## config.mk

```make
export PLATFORM = sky130hd
export DESIGN_NAME = sync_fifo_wr_arbiter
export DESIGN_NICKNAME = d
export VERILOG_FILES = /design/src/rtl/sync_fifo_wr_arbiter.sv
export SDC_FILE = /design/constraint.sdc
export NUM_CORES = 1
export LEC_CHECK = 0
export ABC_AREA = 1
export BUFFER_PORTS_ARGS = -buffer_cell sky130_fd_sc_hd__clkbuf_2
export CAP_MARGIN = 5
export CORE_AREA = 2 2 79 81
export CTS_CLUSTER_DIAMETER = 40
export DETAILED_ROUTE_END_ITERATION = 10
export DIE_AREA = 0 0 81 83
export PLACE_DENSITY = 0.77
export SLEW_MARGIN = 10
export SYNTH_ARGS = -nofsm -noshare
export SYNTH_HDL_FRONTEND = slang
export SYNTH_SLANG_ARGS = --single-unit
```

## constraint.sdc

```tcl
create_clock -name clk_i -period 1.71 [get_ports clk_i]
set_clock_uncertainty 0.2 [all_clocks]
set_input_delay 0.0855 -clock clk_i [delete_from_list [all_inputs] [get_ports clk_i]]
set_output_delay 0.0855 -clock clk_i [all_outputs]
set_load 0.005 [all_outputs]
```

## src/rtl/sync_fifo_wr_arbiter.sv

```systemverilog
// Round-robin write arbiter: shares one sync FIFO write port among N_REQ
// producers, holding each grant for a whole packet (capped at MAX_BURST words)
// and using the FIFO's registered full flag as backpressure.
module sync_fifo_wr_arbiter #(
  parameter int N_REQ      = 4,
  parameter int DATA_WIDTH = 32,
  parameter int MAX_BURST  = 8
) (
  input  logic                        clk_i,
  input  logic                        rst_n_i,
  input  logic [N_REQ-1:0]            req_valid_i,
  input  logic [N_REQ*DATA_WIDTH-1:0] req_data_i,
  input  logic [N_REQ-1:0]            req_last_i,
  output logic [N_REQ-1:0]            req_ready_o,
  output logic                        fifo_write_o,
  output logic [DATA_WIDTH-1:0]       fifo_wr_data_o,
  input  logic                        fifo_full_i,
  output logic [N_REQ-1:0]            grant_o,
  output logic                        busy_o
);

  localparam int PW = (N_REQ > 1) ? $clog2(N_REQ) : 1;
  localparam int CW = (MAX_BURST > 0) ? $clog2(MAX_BURST + 1) : 1;

  typedef enum logic {IDLE, LOCKED} state_t;

  state_t            state_q, state_d;
  logic [N_REQ-1:0]  grant_q, grant_d;
  logic [PW-1:0]     ptr_q, ptr_d;
  logic [CW-1:0]     count_q, count_d;

  logic [PW-1:0]     gnt_idx;
  logic [PW-1:0]     win_idx;
  logic [PW-1:0]     cand_idx;
  logic              win_found;
  logic              xfer;
  logic              last_hit;
  logic              cap_hit;

  // State register: reset leaves requester 0 with top priority on the next search.
  always_ff @(posedge clk_i) begin
    if (!rst_n_i) begin
      state_q <= IDLE;
      grant_q <= '0;
      ptr_q   <= PW'(N_REQ - 1);
      count_q <= '0;
    end else begin
      state_q <= state_d;
      grant_q <= grant_d;
      ptr_q   <= ptr_d;
      count_q <= count_d;
    end
  end

  // Convert the one-hot grant into an index so it can become the new rr pointer.
  always_comb begin
    gnt_idx = '0;
    for (int i = 0; i < N_REQ; i++) begin
      if (grant_q[i]) gnt_idx = PW'(i);
    end
  end

  // Round-robin search: first valid requester after the pointer, wrapping around.
  always_comb begin
    win_idx   = '0;
    win_found = 1'b0;
    cand_idx  = '0;
    for (int i = 1; i <= N_REQ; i++) begin
      cand_idx = PW'((int'(ptr_q) + i) % N_REQ);
      if (!win_found && req_valid_i[cand_idx]) begin
        win_found = 1'b1;
        win_idx   = cand_idx;
      end
    end
  end

  // A transfer completes when the granted requester is valid and the FIFO has room.
  always_comb begin
    xfer     = (|(grant_q & req_valid_i)) & !fifo_full_i;
    last_hit = |(grant_q & req_last_i);
    cap_hit  = (int'(count_q) + 1 == MAX_BURST);
  end

  // Next-state logic: grant in IDLE, count transfers in LOCKED, release on last or cap.
  always_comb begin
    state_d = state_q;
    grant_d = grant_q;
    ptr_d   = ptr_q;
    count_d = count_q;
    case (state_q)
      IDLE: begin
        if (win_found) begin
          grant_d          = '0;
          grant_d[win_idx] = 1'b1;
          count_d          = '0;
          state_d          = LOCKED;
        end
      end
      LOCKED: begin
        if (xfer) begin
          if (last_hit || cap_hit) begin
            grant_d = '0;
            ptr_d   = gnt_idx;
            count_d = '0;
            state_d = IDLE;
          end else begin
            count_d = count_q + 1'b1;
          end
        end
      end
      default: begin
        grant_d = '0;
        count_d = '0;
        state_d = IDLE;
      end
    endcase
  end

  // Outputs: the registered grant steers ready, write strobe and the data mux.
  always_comb begin
    grant_o        = grant_q;
    busy_o         = (state_q == LOCKED);
    req_ready_o    = grant_q & {N_REQ{!fifo_full_i}};
    fifo_write_o   = xfer;
    fifo_wr_data_o = '0;
    for (int i = 0; i < N_REQ; i++) begin
      if (grant_q[i]) fifo_wr_data_o = req_data_i[i*DATA_WIDTH +: DATA_WIDTH];
    end
  end

endmodule

```

* After elaboration in Yosys (flattened, before gate mapping)
Index checks and enable logic that the tools add are counted.
** Storage, ports and cells
- Flip-flop bits (word level) :: 11
- Bits of input ports :: 139
- Output and inout port bits :: 42
- Logic and storage cells :: 76
** Operators by class
- Add/sub/neg operators :: 6
- Order comparisons :: 6
- Eq/ne operators :: 4
- Muxes and demuxes :: 37
- Bitwise operators :: 5
- Reduce and logical (&&, ||, !) cells :: 14
** Operators by type and width (number)
- $mux 32 :: 4
- $mux 4 :: 6
- $pmux 4 s2 :: 2
- $lt 2x3->1 const B :: 5
- $mux 1 :: 13
- $and 4x4->4 :: 3
- $mux 2 :: 6
- $bmux 1 s2 :: 4
- $reduce_or 4->1 :: 2
- $reduce_and 3->1 :: 2
- $add 4x1->5 const B :: 1
- $eq 5x4->1 const B :: 1
- $add 2x1->2 const B :: 2
- $add 2x2->2 const B :: 2
- $add 4x1->4 const B :: 1
- $logic_and 1x1->1 :: 4
- $logic_not 1->1 :: 4
- $ne 2x2->1 const B :: 2
- $demux 1 s2 :: 1
- $ge 2x1->1 const B :: 1
- $ne 2x1->1 const B :: 1
- $pmux 1 s2 :: 1
- $reduce_and 2->1 :: 1
- $and 1x1->1 :: 1
- other kinds (2) :: 2

* Depth between registers and ports, before layout
Gate-level depths: netlist of the first run.
- Word-level depth :: 19
- Depth in mapped cells :: 13
- Gate-level depth less buffers :: 12

* Worst setup path before layout of the first run
Ideal clock, no wire load.
- Kind :: register -> register
- Start point :: register grant_q[0] (netlist: grant_o[0])
- End point :: register count_q[1]
- Setup time :: 115 ps
- Arrival time :: 1343 ps
- Required time :: 1395 ps
- Path slack :: 52 ps
- Cell stages (with the launch flop) :: 11
- Buffers on the path :: 1
- Clock period less this slack :: 1658 ps
- Cell sequence :: dfxtp_1 -> clkbuf_1 -> inv_1 -> o22ai_1 -> nor2_1 -> nor2_2 -> nand2_1 -> nand2_1 -> nand2_1 -> o21ai_1 -> nor2_1
** Between the ends
- Elaborated cells on any way between the ends :: 11
- Those cells by class :: eq/ne (1); mux (3); bitwise (3); reduce/logical (4)
** RTL lines
- from (decl) :: line 28 : logic [N_REQ-1:0] grant_q, grant_d;
- from (signal assigned) :: line 49 : grant_q <= grant_d;
- $and 4x4->4 :: line 79 : xfer = (|(grant_q & req_valid_i)) & !fifo_full_i;
- $reduce_or 4->1 :: line 79
- $and 1x1->1 :: line 79
- via fifo_write_o :: line 15 : output logic fifo_write_o,
- $ne 2x2->1 (no line)
- $reduce_and 2->1 (no line)
- to (signal assigned) :: line 51 : count_q <= count_d;
- to (decl) :: line 30 : logic [CW-1:0] count_q, count_d;
The timed path passes the listed nets, and every way through them passes these cells. The select of a mux whose other input is x is not followed.
A chain may end at the register's enable or synchronous reset.

* Final worst setup path of the first run
- Start point :: register ptr_q[0]
- End point :: register grant_q[1] (netlist: grant_o[1])
** Between the ends
- Longest elaborated chain between the ends :: 19
- Elaborated cells on any way between the ends :: 35
- Those cells by class :: add/sub (4); order compare (2); eq/ne (1); mux (20); reduce/logical (8)
** RTL lines
- from (decl) :: line 29 : logic [PW-1:0] ptr_q, ptr_d;
- from (signal assigned) :: line 45 : ptr_q <= PW'(N_REQ - 1);
- from (signal assigned) :: line 50 : ptr_q <= ptr_d;
- $add 2x1->2 :: line 69 : cand_idx = PW'((int'(ptr_q) + i) % N_REQ);
- $bmux 1 s2 :: line 70 : if (!win_found && req_valid_i[cand_idx]) begin
- $mux 1 (implied by the code) :: line 70
- $mux 1 :: line 70
- $logic_not 1->1 :: line 70
- $logic_and 1x1->1 :: line 70
- $mux 1 :: line 70
- $logic_not 1->1 :: line 70
- (+3 left out)
- $logic_and 1x1->1 :: line 70
- $mux 2 :: line 70
- $lt 2x3->1 (implied by the code) or $ge 2x1->1 (tied branches) :: line 94 : grant_d[win_idx] = 1'b1;
- $logic_and 1x1->1 (implied by the code) :: line 94
- $mux 1 (implied by the code) :: line 94
- $demux 1 s2 :: line 94
- $mux 4 :: line 92 : if (win_found) begin
- $pmux 4 s2 :: line 90 : case (state_q)
Several ways; a longest one is shown, not always the timed one. The select of a mux whose other input is x is not followed.

==> impl_table.tex, run 1 <==
\begin{tabular}{lr}
\hline
Metric & Value \\
\hline
\multicolumn{2}{l}{\textbf{Job}} \\
\quad \# Max-Cap Violations & 0 \\
\multicolumn{2}{l}{\textbf{Die}} \\
\quad Die Width & 81 um \\
\quad Num ports & 181 \\
\quad Standard cell core area & 5816 um2 \\
\quad Floorplan die height & 83 um \\
\quad Initial standard-cell utilization of the core & 34.01\% \\
\quad Die Area & 6723 um2 \\
\quad Core Rows & 28 \\
\multicolumn{2}{l}{\textbf{Route}} \\
\quad Number of detailed-routing iterations run before antenna repair & 5 \\
\quad Routed via count divided by cell count & 5.035 \\
\quad Overall routed net length & 8915 um \\
\quad Average wire length per cell after detail routing & 14.02 um \\
\quad Total via count after detailed routing & 3202 \\
\quad Initial DRC Count & 102 \\
\quad Remaining DRCs & 0 \\
\quad Antenna-violating nets left & 0 \\
\multicolumn{2}{l}{\textbf{Critical path}} \\
\quad CP startpoint kind & flop \\
\quad Arrival @ worst endpoint & 1.71 ns \\
\quad CP max stage delay & 0.39 ns \\
\quad Start point of the critical path & ptr\_q[0]\$\_SDFFE\_PN1P\_ \\
\quad Crit path max fanout & 7 \\
\quad Worst Path Required & 1.68 ns \\
\quad Cell-by-cell trace of the critical path & buf\_8, nand2\_1, nand2\_2, nand2\_1, nand2\_2, nand3\_2, nor2\_4, inv\_1, nand2\_2, nand2\_1, a21oi\_2 \\
\quad Critical path endpoint category & flop \\
\quad Cell with the largest stage delay on the worst path & sky130\_fd\_sc\_hd\_\_dfxtp\_4 \\
\quad WS Path Type & flop to flop \\
\quad FF-to-FF Start & ptr\_q[0]\$\_SDFFE\_PN1P\_ \\
\multicolumn{2}{l}{\textbf{Status}} \\
\quad Violated checks & negative setup slack \\
\quad Outcome & finished, violations left \\
\multicolumn{2}{l}{\textbf{Logic synthesis}} \\
\quad Yosys warns & 0 \\
\quad Cell variety after synth & 27 \\
\quad Cells taking the most area after synthesis & sky130\_fd\_sc\_hd\_\_nand2\_1 (21\%), sky130\_fd\_sc\_hd\_\_a21oi\_1 (19\%), sky130\_fd\_sc\_hd\_\_nand3\_1 (12\%) \\
\quad Number of synthesized register bits & 11 \\
\quad Share of flip-flops with an asynchronous set or reset after synthesis & 0\% \\
\quad Register area share after synthesis & 11.13\% \\
\quad Post-synth EDFFs & 0 \\
\quad Share of Yosys cell area claimed by the top area cell type & 21.25\% \\
\quad Number of instances in the synthesized netlist & 376 \\
\quad Most used flip-flop cell after synthesis & sky130\_fd\_sc\_hd\_\_dfxtp\_1 \\
\quad Net count of the mapped netlist & 516 \\
\quad Biggest area consumer among synthesized cells & sky130\_fd\_sc\_hd\_\_nand2\_1 \\
\quad Mapped Avg Cell Area & 5.261 um2 \\
\quad Most instantiated library cell after synthesis & sky130\_fd\_sc\_hd\_\_nand2\_1 \\
\quad Ranking of synthesized cells by instance count & sky130\_fd\_sc\_hd\_\_nand2\_1 (112), sky130\_fd\_sc\_hd\_\_a21oi\_1 (75), sky130\_fd\_sc\_hd\_\_nand3\_1 (47), sky130\_fd\_sc\_hd\_\_o21ai\_0 (33) \\
\quad Cell area after synthesis & 1978 um2 \\
\multicolumn{2}{l}{\textbf{Power and ir drop}} \\
\quad Fraction of power spent switching nets & 39.57\% \\
\quad Cell-internal power & 835.3 uW \\
\quad Clock power frac & 19.9\% \\
\quad Worst vdd rail ir drop & 230.5 uV \\
\quad Net switching power of the design & 547.0 uW \\
\quad Part of the power in combinational logic & 59.5\% \\
\quad Reg power frac & 20.5\% \\
\quad Leakage dissipation & 0.001728 uW \\
\quad Power density cells & 390.7 nW/um2 \\
\multicolumn{2}{l}{\textbf{Placement}} \\
\quad Port Buf Inserts & 180 \\
\quad Final weighted congestion in routability-driven placement & 0.9066 \\
\quad HPWL after DPL & 6595 um \\
\multicolumn{2}{l}{\textbf{STA}} \\
\quad Worst rel slew slack & 72.83\% \\
\quad Count of final hold-check violations & 0 \\
\quad Setup TNS Final & -0.1419 ns \\
\quad Final worst path period share & 101.8\% \\
\quad Tmin final & 1.741 ns \\
\quad Achievable clock frequency & 574.3 MHz \\
\quad Worst-margin pin slew & 0.4076 ns \\
\quad Final count of pins violating max slew & 0 \\
\quad Unrepaired setup endpoints after global routing & yes \\
\quad Final setup vio count & 11 \\
\quad Worst Setup Slack, final & -0.03115 ns \\
\multicolumn{2}{l}{\textbf{Clock network}} \\
\quad Number of buffers created by CTS & 3 \\
\quad CTS tree & built \\
\quad CTS root buf & sky130\_fd\_sc\_hd\_\_clkbuf\_8 \\
\quad Buffer levels on the longest clock path & 2 \\
\quad Clock-pin transition on the worst setup and hold timing paths & 0.05 ns \\
\quad Total number of H-tree levels & 1 \\
\quad Clock Latency Late Sink & 0.25 ns \\
\quad Clock Sink Count & 11 \\
\multicolumn{2}{l}{\textbf{Global routing}} \\
\quad First-pass GRT wire length & 13280 um \\
\quad Number of global-route vias before repair & 2944 \\
\quad GR Util All Layers & 24.20\% \\
\quad Antenna violations before repair & 0 \\
\quad Final global-route overflow total & 0 \\
\quad Pin count of the biggest net entering global routing & 63 \\
\multicolumn{2}{l}{\textbf{Cells and area}} \\
\quad Layout area overhead & 78.87\% \\
\quad Finished Core Util & 60.84\% \\
\quad Ant diodes & 0 \\
\quad Share of cells above drive strength 1 & 54.19\% \\
\quad Nets@finish & 702 \\
\multicolumn{2}{l}{\textbf{Worst hold path}} \\
\quad Critical hold path startpoint & fifo\_full\_i \\
\quad Worst hold-check path type & primary input to flop \\
\hline
\end{tabular}
[timing repair]
action,CTS,global route
resized for setup,70,85
hold endpoints to repair,4,0
setup endpoints to repair,42,43
hold buffers,1,0
buffers inserted,2,1
gates cloned,2,2
pin swaps,13,42
[critical path: cells and delay by family, from the launching register on]
| family | cells | cell delay, ns |
|---|---|---|
| and+or+nand+nor | 8 | 0.75 |
| DFF | 1 | 0.39 |
| buffers and inverters | 2 | 0.20 |
| AOI/OAI and AO/OA | 1 | 0.14 |
[per-stage QoR]
| step | instance area, um2 | instances | worst slack, ns | total power, uW | hold WS [ns] |
|---|---|---|---|---|---|
| after global routing | 3538 | 636 | -0.1161 | 1481 | 0.1223 |
| after floorplan | 1978 | 376 | 0.05227 | 617.1 | -0.01586 |
| after detailed placement | 3043 | 626 | -0.1091 | 966.6 | 0.1367 |
| final | 3538 | 636 | -0.03115 | 1382 | 0.07377 |
| after global placement | 3043 | 626 | -0.03843 | 958.5 | 0.1431 |
| after CTS | 3309 | 634 | -0.03568 | 1316 | 0.06616 |
[placed cells by master, fill, tap and decap left out, drive strengths merged, types with 2 or more instances in the layout]
cell and instances:
nand4 2, nand3 51, nor2 17, dfxtp 11
a22o 2, clkbuf 161, nand2 127, o211ai 2
buf 51, a21oi 76, o21ai 35, o22ai 2
inv 20
[worst paths after layout]
check	depth (start not counted)	to	slack, ns
min reg2reg	2	count_q[3]$_SDFFE_PN0P_	0.32
max reg2reg	11	grant_o[1]$_SDFFE_PN0P_	-0.03
max	11	grant_o[1]$_SDFFE_PN0P_	-0.03
min	4	count_q[2]$_SDFFE_PN0P_	0.07
[state kept, by name, summed over array words and instances (netlist names)]
signal   flops
busy_o       1
grant_o      4
count_q      4
ptr_q        2
[power groups by stage]
stage	clock (uW)	sequential (uW)	combinational [uW]
3_5_place_dp	0	287	679
2_1_floorplan	0	282	335
6_report	276	284	823
5_1_grt	288	285	908
3_3_place_gp	0	287	672
4_1_cts	278	281	756
[cells by family after synthesis]
logic type,count (synthesis),share of synthesized area [%]
flip-flops,11,11.13
AND/OR/NAND/NOR,197,46.49
AO/OA/AOI/OAI,117,30.55
XOR/XNOR,1,0.4428
adder cells (fa/ha/maj),1,0.6324
buffers and inverters,49,10.75
[per-layer routing]
metal  vias to the layer above  GRT usage (%)  routed length [um]
met3                        16          3.152                 645
met1                      1400          28.80                3426
met5                         -              0                   0
met2                       146          45.15                4705
met4                         0          4.777                 138
li1                       1640              -                   -
[cell type report]
cell class / count / area, um2
Fill cell: 588 / 2277
Sequential cell: 11 / 236.5
Tap cell: 75 / 93.84
Inverter: 20 / 92.59
Timing Repair Buffer: 209 / 1245
Clock buffer: 4 / 45.04
Multi-Input combinational cell: 317 / 1826
Note: power is estimated with default switching activity, not from simulation.
==> inputs of run 2 (changes only) <==
Settings changed: TNS_END_PERCENT from default to 5.
==> run 2 against run 1 <==
The flow still finishes with violations (negative setup slack); combinational power down 2%; wire length down 0.54%; die area unchanged; highest routed layer unchanged; register-to-register slack better by 0.03 ns.
==> impl_table.tex, run 2 (synthesis gave the netlist of run 1 again) <==
\begin{tabular}{lr}
\hline
Metric & Value \\
\hline
\multicolumn{2}{l}{\textbf{Status}} \\
\quad Outcome & finished, violations left \\
\quad Violated checks & negative setup slack \\
\multicolumn{2}{l}{\textbf{Die}} \\
\quad Num ports & 181 (unchanged) \\
\quad Standard cell core area & 5816 um2 (unchanged) \\
\quad Floorplan die height & 83 um (unchanged) \\
\quad Die Area & 6723 um2 (unchanged) \\
\quad Initial standard-cell utilization of the core & 34.01\% (unchanged) \\
\quad Die Width & 81 um (unchanged) \\
\quad Core Rows & 28 (unchanged) \\
\multicolumn{2}{l}{\textbf{Global routing}} \\
\quad Pin count of the biggest net entering global routing & 63 (unchanged) \\
\quad Number of global-route vias before repair & 2948 (+0.14\%) \\
\quad GR Util All Layers & 24.22\% (about the same) \\
\quad Antenna violations before repair & 0 (unchanged) \\
\quad First-pass GRT wire length & 13280 um (unchanged) \\
\quad Final global-route overflow total & 0 (unchanged) \\
\multicolumn{2}{l}{\textbf{Cells and area}} \\
\quad Ant diodes & 0 (unchanged) \\
\quad Commonest non-fill, non-tap cell in the layout & sky130\_fd\_sc\_hd\_\_clkbuf\_2 \\
\quad Number of fill cells & 592 (+0.68\%) \\
\quad Share of cells above drive strength 1 & 52.58\% (-1.6 points) \\
\quad Nets@finish & 702 (unchanged) \\
\quad Summed area of non-filler cells in the final layout & 3477 um2 (-1.7\%) \\
\quad Area of the multi-input gates & 1768 um2 (-3.2\%) \\
\quad Layout area overhead & 75.77\% \\
\quad FF+latch area & 236.5 um2 (unchanged) \\
\quad Top library cells by usage in the layout, fill and taps aside & sky130\_fd\_sc\_hd\_\_clkbuf\_2 (166), sky130\_fd\_sc\_hd\_\_nand2\_1 (90), sky130\_fd\_sc\_hd\_\_a21oi\_1 (52), sky130\_fd\_sc\_hd\_\_nand3\_1 (45), sky130\_fd\_sc\_hd\_\_o21ai\_1 (31) \\
\quad Post-Layout Cell Count & 636 (unchanged) \\
\multicolumn{2}{l}{\textbf{Route}} \\
\quad Antenna-violating nets left & 0 (unchanged) \\
\quad Remaining DRCs & 0 (unchanged) \\
\quad Initial DRC Count & 124 (+22\%) \\
\quad Average wire length per cell after detail routing & 13.94 um (-0.54\%) \\
\quad Overall routed net length & 8867 um (-0.54\%) \\
\quad Number of detailed-routing iterations run before antenna repair & 4 (-1) \\
\quad Total via count after detailed routing & 3214 (+0.37\%) \\
\quad Routed via count divided by cell count & 5.053 (+0.37\%) \\
\multicolumn{2}{l}{\textbf{STA}} \\
\quad Unrepaired setup endpoints after global routing & yes \\
\quad Worst Setup Slack, final & -0.01743 ns (+0.01372 ns) \\
\quad Worst rel slew slack & 73.74\% (+0.92 points) \\
\quad Count of final hold-check violations & 0 (unchanged) \\
\quad Hold Slack & 0.07803 ns (+0.004256 ns) \\
\quad Worst-margin pin slew & 0.3939 ns (-0.01377 ns) \\
\quad Achievable clock frequency & 578.9 MHz (+0.79\%) \\
\quad Tmin final & 1.727 ns (-0.01372 ns) \\
\quad Final worst path period share & 101.0\% (-0.80 points) \\
\quad Final count of pins violating max slew & 0 (unchanged) \\
\quad Final setup vio count & 5 (-6) \\
\multicolumn{2}{l}{\textbf{Placement}} \\
\quad Port Buf Inserts & 180 (unchanged) \\
\quad Placed cells & 626 (unchanged) \\
\quad HPWL after DPL & 6595 um (unchanged) \\
\quad Instance area after placement & 3043 um2 (unchanged) \\
\quad Final weighted congestion in routability-driven placement & 0.9066 (unchanged) \\
\multicolumn{2}{l}{\textbf{Critical path}} \\
\quad Start point of the critical path & grant\_o[1]\$\_SDFFE\_PN0P\_ \\
\quad Endpoint of the worst-slack reg-to-reg timing path & grant\_o[2]\$\_SDFFE\_PN0P\_ \\
\quad CP startpoint kind & flop \\
\quad Arrival @ worst endpoint & 1.44 ns (-0.27 ns) \\
\quad WS Path Type & flop to output port \\
\quad Crit path max fanout & 6 (-1) \\
\quad Worst Reg-to-Reg Cells & 13 (+2) \\
\quad FF-to-FF Start & ptr\_q[0]\$\_SDFFE\_PN1P\_ \\
\quad Slack of the worst reg-to-reg path & 0 ns (+0.03 ns) \\
\quad CP endpoint & fifo\_wr\_data\_o[27] \\
\quad Worst Path Required & 1.42 ns (-0.26 ns) \\
\quad Critical path endpoint category & output port \\
\multicolumn{2}{l}{\textbf{Clock network}} \\
\quad Clock Sink Count & 11 (unchanged) \\
\quad Clock Latency Late Sink & 0.25 ns (about the same) \\
\quad Clock-pin transition on the worst setup and hold timing paths & 0.05 ns (about the same) \\
\quad CTS root buf & sky130\_fd\_sc\_hd\_\_clkbuf\_8 \\
\quad Number of buffers created by CTS & 3 (unchanged) \\
\quad CTS tree & built \\
\quad Buffer levels on the longest clock path & 2 (unchanged) \\
\quad Total number of H-tree levels & 1 (unchanged) \\
\multicolumn{2}{l}{\textbf{Power and ir drop}} \\
\quad Power density cells & 392.6 nW/um2 (+0.49\%) \\
\quad Worst vdd rail ir drop & 229.1 uV (-0.61\%) \\
\quad Leakage dissipation & 0.001711 uW (-1.0\%) \\
\multicolumn{2}{l}{\textbf{Job}} \\
\quad \# Max-Cap Violations & 0 (unchanged) \\
\multicolumn{2}{l}{\textbf{Worst hold path}} \\
\quad Worst hold-check path type & primary input to flop \\
\hline
\end{tabular}
-- run 2: how the worst min path moves through the flow --
stage	start	end	depth (start not counted)
floorplan	rst_n_i	ptr_q[1]$_SDFFE_PN1P_	1
global placement	rst_n_i	ptr_q[1]$_SDFFE_PN1P_	2
detailed placement	rst_n_i	ptr_q[1]$_SDFFE_PN1P_	2
CTS	fifo_full_i	count_q[2]$_SDFFE_PN0P_	4
global route	fifo_full_i	count_q[2]$_SDFFE_PN0P_	4
finish	fifo_full_i	count_q[2]$_SDFFE_PN0P_	4
-- run 2: repair_timing --
item	CTS	global route
hold buffers	1	0
resized for setup	69	63
pin swaps	14	35
setup buffers	2	1
setup endpoints to repair	42	43
gates cloned	2	2
endpoints found under the hold margin	4	0
-- run 2: layout make-up --
class | count | share of cell area, %
clock buffer | 4 | 1.295
multi-input combinational | 317 | 50.85
timing repair buffer | 209 | 35.70
tap | 75 | 2.699
inverter | 20 | 2.663
sequential | 11 | 6.801
-- run 2: metal layers --
layer  GRT usage (%)  routed length, um  up-vias
met4           4.777                201        0
met5               0                  0        -
met1           29.06               3390     1411
met3           3.152                627       21
met2           44.93               4648      140
li1                -                  -     1642
-- run 2: report_power, final --
part / internal, uW / total [uW] / switching (uW)
clock: 165 / 275 / 110
sequential: 266 / 284 / 18.2
combinational: 398 / 806 / 408
-- run 2: critical path, stage by stage (launching register included) --
cell	delay, ns
sky130_fd_sc_hd__dfxtp_4	0.40
sky130_fd_sc_hd__buf_6	0.13
sky130_fd_sc_hd__clkbuf_16	0.14
sky130_fd_sc_hd__nand2_4	0.04
sky130_fd_sc_hd__a21oi_2	0.17
sky130_fd_sc_hd__a21oi_1	0.06
sky130_fd_sc_hd__o21ai_1	0.13
sky130_fd_sc_hd__buf_2	0.12
-- run 2: through the flow --
step / total power (uW) / setup TNS [ns] / util [%] / setup slack [ns]
after CTS: 1315 / -0.4768 / 56.84 / -0.03568
final: 1365 / -0.03821 / 59.79 / -0.01743
after floorplan: 617.1 / 0 / - / 0.05227
after global placement: 958.5 / -0.07001 / 52.32 / -0.03843
after detailed placement: 966.6 / -0.6600 / 52.32 / -0.1091
after global routing: 1466 / -2.235 / 59.79 / -0.1105
